File: config.mk
export PLATFORM = sky130hd
export DESIGN_NAME = pos_truth_table_sweeper
export DESIGN_NICKNAME = d
export VERILOG_FILES = /design/src/rtl/pos_truth_table_sweeper.sv
export SDC_FILE = /design/constraint.sdc
export NUM_CORES = 1
export LEC_CHECK = 0
export CAP_MARGIN = 25
export CORE_ASPECT_RATIO = 1.25
export CORE_MARGIN = 3
export CORE_UTILIZATION = 40
export DETAILED_ROUTE_END_ITERATION = 7
export SLEW_MARGIN = 20
export SYNTH_ARGS = -nofsm -noshare
export SYNTH_HDL_FRONTEND = slang
export SYNTH_SLANG_ARGS = --single-unit
File: constraint.sdc
create_clock -name clk -period 5.2 [get_ports clk]
set_input_delay 1.04 -clock clk [delete_from_list [all_inputs] [get_ports clk]]
set_output_delay 1.04 -clock clk [all_outputs]
set_load 0.05 [all_outputs]
File: src/rtl/pos_truth_table_sweeper.sv
// Self-test sweeper for the 4-input POS function: drives all 16 vectors, captures f, grades against EXPECTED.
// Optional build macro POS_STOP_ON_FAIL_EN ends the sweep at the first mismatching vector.
module pos_truth_table_sweeper #(
  parameter int unsigned SETTLE_CYCLES = 1,
  parameter logic [15:0] EXPECTED      = 16'hFA50
) (
  input  logic        clk,
  input  logic        rst,
  input  logic        start,
  output logic        drv_x,
  output logic        drv_y,
  output logic        drv_z,
  output logic        drv_w,
  input  logic        f_in,
  output logic        busy,
  output logic        done,
  output logic [15:0] truth_table,
  output logic        pass,
  output logic [4:0]  mismatch_count,
  output logic [3:0]  first_fail_idx
);

  localparam int unsigned CNT_W   = 8;
  localparam int unsigned IDX_W   = 4;
  localparam int unsigned MC_W    = 5;
  localparam int unsigned NUM_VEC = 16;

  typedef enum logic {S_IDLE, S_SWEEP} state_t;

  state_t           r_state;
  logic [IDX_W-1:0] r_idx;
  logic [CNT_W-1:0] r_cnt;

  logic            w_sample;
  logic            w_miss;
  logic            w_last;
  logic            w_stop;
  logic [MC_W-1:0] w_mc_next;

  assign {drv_x, drv_y, drv_z, drv_w} = r_idx;

  assign w_sample  = (r_state == S_SWEEP) && (r_cnt == CNT_W'(SETTLE_CYCLES));
  assign w_miss    = (f_in != EXPECTED[r_idx]);
  assign w_last    = (r_idx == IDX_W'(NUM_VEC - 1));
  assign w_mc_next = mismatch_count + MC_W'(w_miss);

`ifdef POS_STOP_ON_FAIL_EN
  assign w_stop = w_miss;
`else
  assign w_stop = 1'b0;
`endif

  // Sweep control and result capture; done is a single-cycle pulse
  always_ff @(posedge clk) begin
    if (rst) begin
      r_state        <= S_IDLE;
      r_idx          <= '0;
      r_cnt          <= '0;
      busy           <= 1'b0;
      done           <= 1'b0;
      truth_table    <= '0;
      pass           <= 1'b0;
      mismatch_count <= '0;
      first_fail_idx <= '0;
    end else begin
      done <= 1'b0;
      case (r_state)
        S_IDLE: begin
          if (start) begin
            r_state        <= S_SWEEP;
            busy           <= 1'b1;
            r_idx          <= '0;
            r_cnt          <= '0;
            truth_table    <= '0;
            pass           <= 1'b0;
            mismatch_count <= '0;
            first_fail_idx <= '0;
          end
        end
        S_SWEEP: begin
          if (w_sample) begin
            truth_table[r_idx] <= f_in;
            mismatch_count     <= w_mc_next;
            if (w_miss && (mismatch_count == '0)) begin
              first_fail_idx <= r_idx;
            end
            if (w_last || w_stop) begin
              r_state <= S_IDLE;
              busy    <= 1'b0;
              done    <= 1'b1;
              pass    <= (w_mc_next == '0);
              r_idx   <= '0;
              r_cnt   <= '0;
            end else begin
              r_idx <= r_idx + IDX_W'(1);
              r_cnt <= '0;
            end
          end else begin
            r_cnt <= r_cnt + CNT_W'(1);
          end
        end
        default: r_state <= S_IDLE;
      endcase
    end
  end

endmodule
=== After elaboration in Yosys (flattened, before gate mapping) ===
Memory sizes are Yosys's and may differ from the RTL's. A register that Yosys moved wholly into a read port is not among the register bits.
Index checks and enable logic that the tools add are counted.

* Bits in registers: 41
* Latch bits: 0
* Memory bits (writable): 0
* Bits in read-only memories: 16
* Input bits: 4
* Output and inout port bits: 32
* Logic and storage cells: 68
* Memories: 1

* Add/sub/neg operators: 3
* $mul: 0
* Divide/modulo/power cells: 0
* $lt $le $gt $ge: 2
* Eq/ne operators: 7
* Shift-type cells: 0
* Multiplexer cells: 35
* Bitwise operators: 2
* Reduce and logical (&&, ||, !) cells: 9

{| class="wikitable"
|+ Memory list
! name !! words !! width !! read ports !! clocked after Yosys merged registers in !! write ports !! line !! text
|-
| (no name shown) || 16 || 1 || 1 || 1 || 0 || 43 || <nowiki>assign w_miss = (f_in != EXPECTED[r_idx]);</nowiki>
|}

{| class="wikitable"
|+ Operators by type and width
! operator !! count
|-
| $mux W16 || 2
|-
| $pmux W16 S2 || 1
|-
| $mux W4 || 7
|-
| $bwmux W16 || 1
|-
| $mux W8 || 2
|-
| $pmux W4 S2 || 2
|-
| $pmux W8 S2 || 1
|-
| $mux W1 || 12
|-
| $logic_not A5 Y1 || 2
|-
| $mux W5 || 2
|-
| $pmux W5 S2 || 1
|-
| $add A8 B1 Y8 const B || 1
|-
| $eq A8 B1 Y1 const B || 1
|-
| $ne A2 B1 Y1 const B || 3
|-
| $pmux W1 S2 || 3
|-
| $reduce_and A3 Y1 || 2
|-
| $add A5 B1 Y5 || 1
|-
| $lt A4 B5 Y1 const B || 1
|-
| $add A4 B1 Y4 const B || 1
|-
| $demux W1 S4 || 1
|-
| $eq A4 B4 Y1 const B || 1
|-
| $ge A4 B1 Y1 const B || 1
|-
| $logic_and A1 B1 Y1 || 3
|-
| $reduce_or A3 Y1 || 1
|-
| 4 further kinds || 5
|}

=== Logic depth before layout (Yosys ltp) ===
Gate-level depths: netlist of run 1.

* Depth in word-level cells: 8
* Gate-level depth with buffers: 8
* Depth with buffers taken out: 7

=== Worst setup path after synthesis of run 1 ===
OpenSTA, ideal clock, no wires.

* Path type: input to register
* Start point: input f_in
* End point: register mismatch_count[4]
* Setup time: 65 ps
* Data arrival time: 2588 ps
* Required time: 5135 ps
* Setup slack: 2547 ps
* Stages on the path: 8
* Path buffers: 1
* Cells stage by stage: clkbuf_1 xor2_1 ha_1 ha_1 nand3_1 nor3_1 mux2_2 nor2_1

* Word-level cells in the longest chain between the ends: 4

{| class="wikitable"
|+ Ends and longest elaborated chain
! item !! line !! text
|-
| from (decl) || 14 || <nowiki>input logic f_in,</nowiki>
|-
| $ne A1 B1 Y1 || 43 ||
|-
| $add A5 B1 Y5 || 45 || <nowiki>assign w_mc_next = mismatch_count + MC_W'(w_miss);</nowiki>
|-
| $mux W5 || 81 || <nowiki>if (w_sample) begin</nowiki>
|-
| $pmux W5 S2 || 67 || <nowiki>case (r_state)</nowiki>
|-
| to (signal assigned) || 83 || <nowiki>mismatch_count <= w_mc_next;</nowiki>
|-
| to (decl) || 19 || <nowiki>output logic [4:0] mismatch_count,</nowiki>
|}

No other way between the ends. The select of a mux whose other input is x is not followed.
A chain may end at the register's enable or synchronous reset.

=== Final worst setup path of run 1 ===
Same ends and word-level chain as after synthesis.

==> results.yml, run 1 <==
sta:
  min_period_ps: 3088
  relSlewSlack: 0.3917
  fin_worst_skew_ps: 5.348
  fmax_ghz: 0.3239
  setup_violations: 0
  hold_viol: 0
  rsz0062_at_grt: "no"
  finalWorstSetupSlack_ps: 2112
  holdWs_ps: 489.9
  drv_slew: 0
  tightest_slew_ps: 909.6
  period_share: 0.5938
  fin_tns_setup_ps: 0
worst_setup_path:
  cp_slowest_cell: "clkdlybuf4s50_1"
  crit_required_ps: 5440
  cp_common_cell: "ha_1"
  cp.arrival_ps: 3330
  crit_path_max_fanout: 17
  crit_path_max_incr_delay_ps: 820
  crit_type: "in -> reg"
  critPathCaptureType: "flop"
  crit_family: "buffers and inverters"
  critPathBufInv: 1
  startpoint_type: "input port"
  path_cells: "clkdlybuf4s50_1 -> xor2_1 -> ha_1 -> ha_1 -> nand3_1 -> nor3_1 -> mux2_2 -> nor2_1"
run_status:
  outcome: "finished clean"
synthesis:
  synth_fp_nets: 252
  yosys_most_used_dff: "dfxtp_1"
  synth_most_common_cell: "dfxtp_1"
  yosys-top-cells-count: "42 x dfxtp_1, 27 x a21oi_1, 18 x nand4_1"
  synth_top_area_frac: 0.3995
  ys_seq_area_frac: 0.3995
  synth_area_per_cell_um2: 8.769
  yosysTopAreaCell: "dfxtp_1"
  yosysUniqueCellTypes: 42
  synth_edf_count: 0
  synth_area_leaders: "dfxtp_1 40%, a21oi_1 6.4%, nand4_1 5.4%"
  syn_area_mm2: 0.002105
  async_flop_share: 0
  yosys_warnings: 0
  synthCells: 240
  synth_seq_cells: 42
detailed_routing:
  route.detailed.drc: 0
  drtAntennaViolNets: 0
  routedWlPerCell_um: 15.90
  drtPass1Iterations: 4
  drt_iter0_drc: 117
  routed_via_density: 5.816
  drt_wl_total_um: 5183
  vias: 1896
placement:
  place.gp.congestion: 0.8223
  placedCellCount: 318
  port_buffers: 35
  hpwl_um: 3687
  dp_slack_ps: 1831
clock_network:
  cts_inserted_buffers: 5
  clockBufferDepth: 2
  clk-insertion-delay-late_ps: 300
  post_cts_resized: 0
  cts_max_level: 2
  cts_root_buffer: "clkbuf_8"
  cts_setup_buffers: 0
  cts_tree: "built"
  cts.clk_slew.worst_paths_ps: 80
  hold_buffers: 0
  clock-sinks: 42
die:
  rows: 28
  start_util: 0.4291
  core-area_mm2: 0.004905
  dieArea_mm2: 0.006173
  fp.dieH_um: 87.10
  die_w_um: 70.88
  io_pins: 36
job:
  max-cap-violations: 0
cells_and_area:
  register_area_um2: 840.8
  fillers: 494
  antennaDiodeCount: 0
  fin_cells: 326
  area_delta_synth_final_pct: 20.87
  num-nets-final: 277
  drive_gt1_frac: 0.06015
  multi_input_area_mm2: 0.001137
  fin_util: 0.5186
grt:
  grt_pass1_wl_um: 8776
  grt_pass1_vias: 1841
  grt_antenna_before_repair: 0
  grt_use_total: 0.1786
  grt_remaining_overflow: 0
  grt_max_degree: 27
hold_path:
  hold_class: "reg -> reg"
pwr:
  power_density_mw_per_mm2: 237.1
  leakagePower_nw: 0.8694
  ir_drop_v: 0.0001179
## cell usage in the layout, fill, tap and decap left out, drive strengths merged, types with 2 or more instances in the layout
cell           count
o21ai              2
a21oi             27
buf                3
nand2              8
a41oi              2
and3               7
nor4b              3
a311oi             6
a31oi              4
and2               2
dfxtp             42
nor3               4
nor2b              4
o311ai             4
inv                7
nand4             18
clkdlybuf4s50     35
nand2b             6
mux2i              5
or4b               2
o211ai            15
nor2              16
ha                 8
xor2               3
mux2               2
clkbuf             7
nand3             12
## flip-flops by register name (all words and copies together) (netlist names), named ones only
name and count:
truth_table 16, mismatch_count 5, busy 1, r_cnt 8, pass 1, r_state 1, r_idx 4, first_fail_idx 4
done 1
## worst reg2reg max path, stage by stage, from the launching register on
cell and delay, ps:
dfxtp_1 610, or4b_1 550, nor2_2 570, nand4_1 200
a21oi_1 150
## where the power goes
group          switching [mW]  internal (mW)
logic                  0.0357         0.0166
registers             0.00426          0.324
clock network           0.115          0.107
total                   0.155          0.448
## through the flow
stage          power, mW  instance area (um^2)
6_report          0.6032                  2544
5_1_grt           0.6273                  2544
4_1_cts           0.6101                  2544
3_5_place_dp      0.3888                  2452
3_3_place_gp      0.3883                  2452
2_1_floorplan     0.3746                  2105
## final cells by class
type	count	share of cell area
Sequential cell	42	0.3305
Timing Repair Buffer	38	0.1466
Tap cell	60	0.02951
Clock buffer	7	0.03394
Clock inverter	1	0.001968
Inverter	7	0.01033
Multi-Input combinational cell	171	0.4471
## cells by family (layout without fill, tap and decap cells)
family                   Yosys count  count (layout)  synth area share
AO/OA/AOI/OAI                     66              66            0.2117
XOR/XNOR                           4               4           0.01665
adder cells (fa/ha/maj)            8               8           0.04756
buffers and inverters             27              53           0.06005
flip-flops                        42              42            0.3995
multiplexers                       7               7           0.03448
AND/OR/NAND/NOR                   86              86            0.2301
## final timing paths
path | start | endpoint | slack (ps) | cells after the start
worst max-delay path | f_in | mismatch_count[4] | 2110 | 8
worst max register to register | r_state | truth_table[5] | 3030 | 4
worst min register to register | pass | pass | 490 | 2
worst min-delay path | pass | pass | 490 | 2
## metal layers
metal  vias to the layer above  part of all wire  global-route usage
li1                        952                 -                   -
met1                       896              0.42              0.2068
met2                        40              0.52              0.3224
met3                         8             0.043             0.03695
met4                         0             0.017             0.06496
met5                         -                 0                   0
(Power assumes the default switching activity.)
==> run 2: changes to the inputs <==
--- a/config.mk
+++ b/config.mk
@@ -10,6 +10,7 @@
 export CORE_MARGIN = 3
 export CORE_UTILIZATION = 40
 export DETAILED_ROUTE_END_ITERATION = 7
+export PLACE_DENSITY = 0.65
 export SLEW_MARGIN = 20
 export SYNTH_ARGS = -nofsm -noshare
 export SYNTH_HDL_FRONTEND = slang
==> constraint.sdc (replaced) <==
create_clock -name clk -period 2.58 [get_ports clk]
set_input_delay 0.516 -clock clk [delete_from_list [all_inputs] [get_ports clk]]
set_output_delay 0.516 -clock clk [all_outputs]
set_load 0.05 [all_outputs]
==> run 2 against run 1 <==
Non-clock buffer count grew 8; global-route usage is 0.47 points lower; worst hold slack gained 1.3 ps; highest routed layer unchanged; critical path depth shrank 7; cell count is 2.5% higher; flip-flop and latch count did not move; largest power group unchanged; worst setup slack got worse by 1700 ps; routed wire length down 0.23%; count of clock-buffer cells in the layout up 1.
==> results.yml, run 2 (same netlist as run 1, synthesis figures left out) <==
sta:
  relSlewSlack: 0.6331
  fin_worst_skew_ps: 2.480
  rsz0062_at_grt: "no"
  tightest_slew_ps: 548.6
  drv_slew: 0
  setup_violations: 0
  min_period_ps: 2193
  fin_tns_setup_ps: 0
  hold_viol: 0
  fmax_ghz: 0.4560
  period_share: 0.8500
grt:
  grt_antenna_before_repair: 0
  grt_use_total: 0.1739
  grt_pass1_vias: 1794
  grt_pass1_wl_um: 8597
  grt_remaining_overflow: 0
  grt_max_degree: 19
detailed_routing:
  maxUsedRoutingLayer: "met4"
  route.detailed.drc: 0
  wl_met2_um: 2625
  drtAntennaViolNets: 0
  routed_via_density: 5.629
  wl_met1_um: 2307
  routedWlPerCell_um: 15.48
  drt_wl_total_um: 5171
  dr_wl_met3_um: 160
  vias: 1880
  drtPass1Iterations: 4
  drt_iter0_drc: 100
die:
  dieArea_mm2: 0.006173
  rows: 28
  core-area_mm2: 0.004905
  io_pins: 36
  start_util: 0.4291
  die_w_um: 70.88
  fp.dieH_um: 87.10
worst_setup_path:
  crit_end: "drv_w"
  crit_path_max_fanout: 9
  startpoint: "r_idx[0]"
  critPathCaptureType: "primary output"
  critPathBufInv: 1
  r2r_cells: 5
  cp.arrival_ps: 1680
  r2r_slack_ps: 580
  cp_slowest_cell: "clkdlybuf4s50_1"
  path_cells: "clkdlybuf4s50_1"
  reg2reg_from: "r_state"
  crit_family: "buffers and inverters"
  cp.depth: 1
  crit_required_ps: 2060
  crit_type: "reg -> out"
  crit_path_max_incr_delay_ps: 870
  startpoint_type: "flop"
placement:
  placedCellCount: 326
  place.gp.congestion: 0.7907
  port_buffers: 35
  hpwl_um: 3797
cells_and_area:
  area_delta_synth_final_pct: 24.61
  final_cell_mix: "42 x dfxtp_1, 35 x clkdlybuf4s50_1, 27 x a21oi_1, 18 x nand4_1"
  max_flop_register: "truth_table"
  layout_commonest_cell: "dfxtp_1"
  register_area_um2: 840.8
  fillers: 486
  fin_cells: 334
  reg_top3: "truth_table: 16 flops, r_cnt: 8 flops, mismatch_count: 5 flops"
  antennaDiodeCount: 0
  drive_gt1_frac: 0.09124
  num-nets-final: 285
  multi_input_area_mm2: 0.001137
  largest_reg_flops: 16
pwr:
  power_density_mw_per_mm2: 484.2
  leakagePower_nw: 0.9194
  ir_drop_v: 0.0002830
clock_network:
  clockBufferDepth: 2
  cts_root_buffer: "clkbuf_8"
  cts.clk_slew.worst_paths_ps: 80
  cts_tree: "built"
  cts_max_level: 2
  clk-insertion-delay-late_ps: 300
  hold_buffers: 0
  cts_setup_buffers: 0
  clock-sinks: 42
  cts_inserted_buffers: 5
  post_cts_resized: 0
hold_path:
  worstHoldStart: "pass"
  hold_class: "reg -> reg"
run_status:
  outcome: "finished clean"
job:
  max-cap-violations: 0
-- run 2: changes by cell type in the layout (fill, tap and decap cells not counted) --
cell      previous run  this run
clkbuf_8             6         8
clkbuf_1             1         0
buf_4                3        11
clkinv_2             1         0
-- run 2: final cells by class --
| class | instances | share of cell area |
|---|---|---|
| clock buffers | 8 | 0.04198 |
| inverters | 7 | 0.01002 |
| multi-input cells | 171 | 0.4337 |
| flip-flops and latches | 42 | 0.3206 |
| well taps | 60 | 0.02863 |
| repair buffers | 46 | 0.1651 |
-- run 2: where the power goes --
group          internal [mW]  switching [mW]  total [mW]
registers              0.653         0.00901       0.662
logic                 0.0383          0.0723       0.111
clock network          0.270           0.227       0.497
-- run 2: worst min path at each step --
| stage | to | slack [ps] | cells after the start |
|---|---|---|---|
| after floorplan | r_cnt[7] | 480 | 1 |
| after global placement | pass | 470 | 2 |
| after detailed placement | pass | 480 | 2 |
| after CTS | pass | 490 | 2 |
| after global routing | pass | 520 | 2 |
| final | pass | 490 | 2 |
-- run 2: metrics by stage --
stage | hold slack [ps] | instance area (um^2) | setup WS, ps | power, mW | utilization
finish | 491.2 | 2623 | 387.1 | 1.270 | 0.5347
global route | 519.7 | 2623 | 312.3 | 1.320 | 0.5347
CTS | 493.9 | 2623 | 377.0 | 1.284 | 0.5347
detailed placement | 479.5 | 2512 | 165.7 | 0.7879 | 0.5122
global placement | 473.2 | 2512 | 199.1 | 0.7876 | 0.5122
floorplan | 476.8 | 2105 | 450.8 | 0.7551 | -
-- run 2: per-layer routing --
layer / vias up / GRT usage
li1: 964 / -
met1: 876 / 0.2101
met2: 32 / 0.3055
met3: 8 / 0.03118
met4: 0 / 0.06667
met5: - / 0
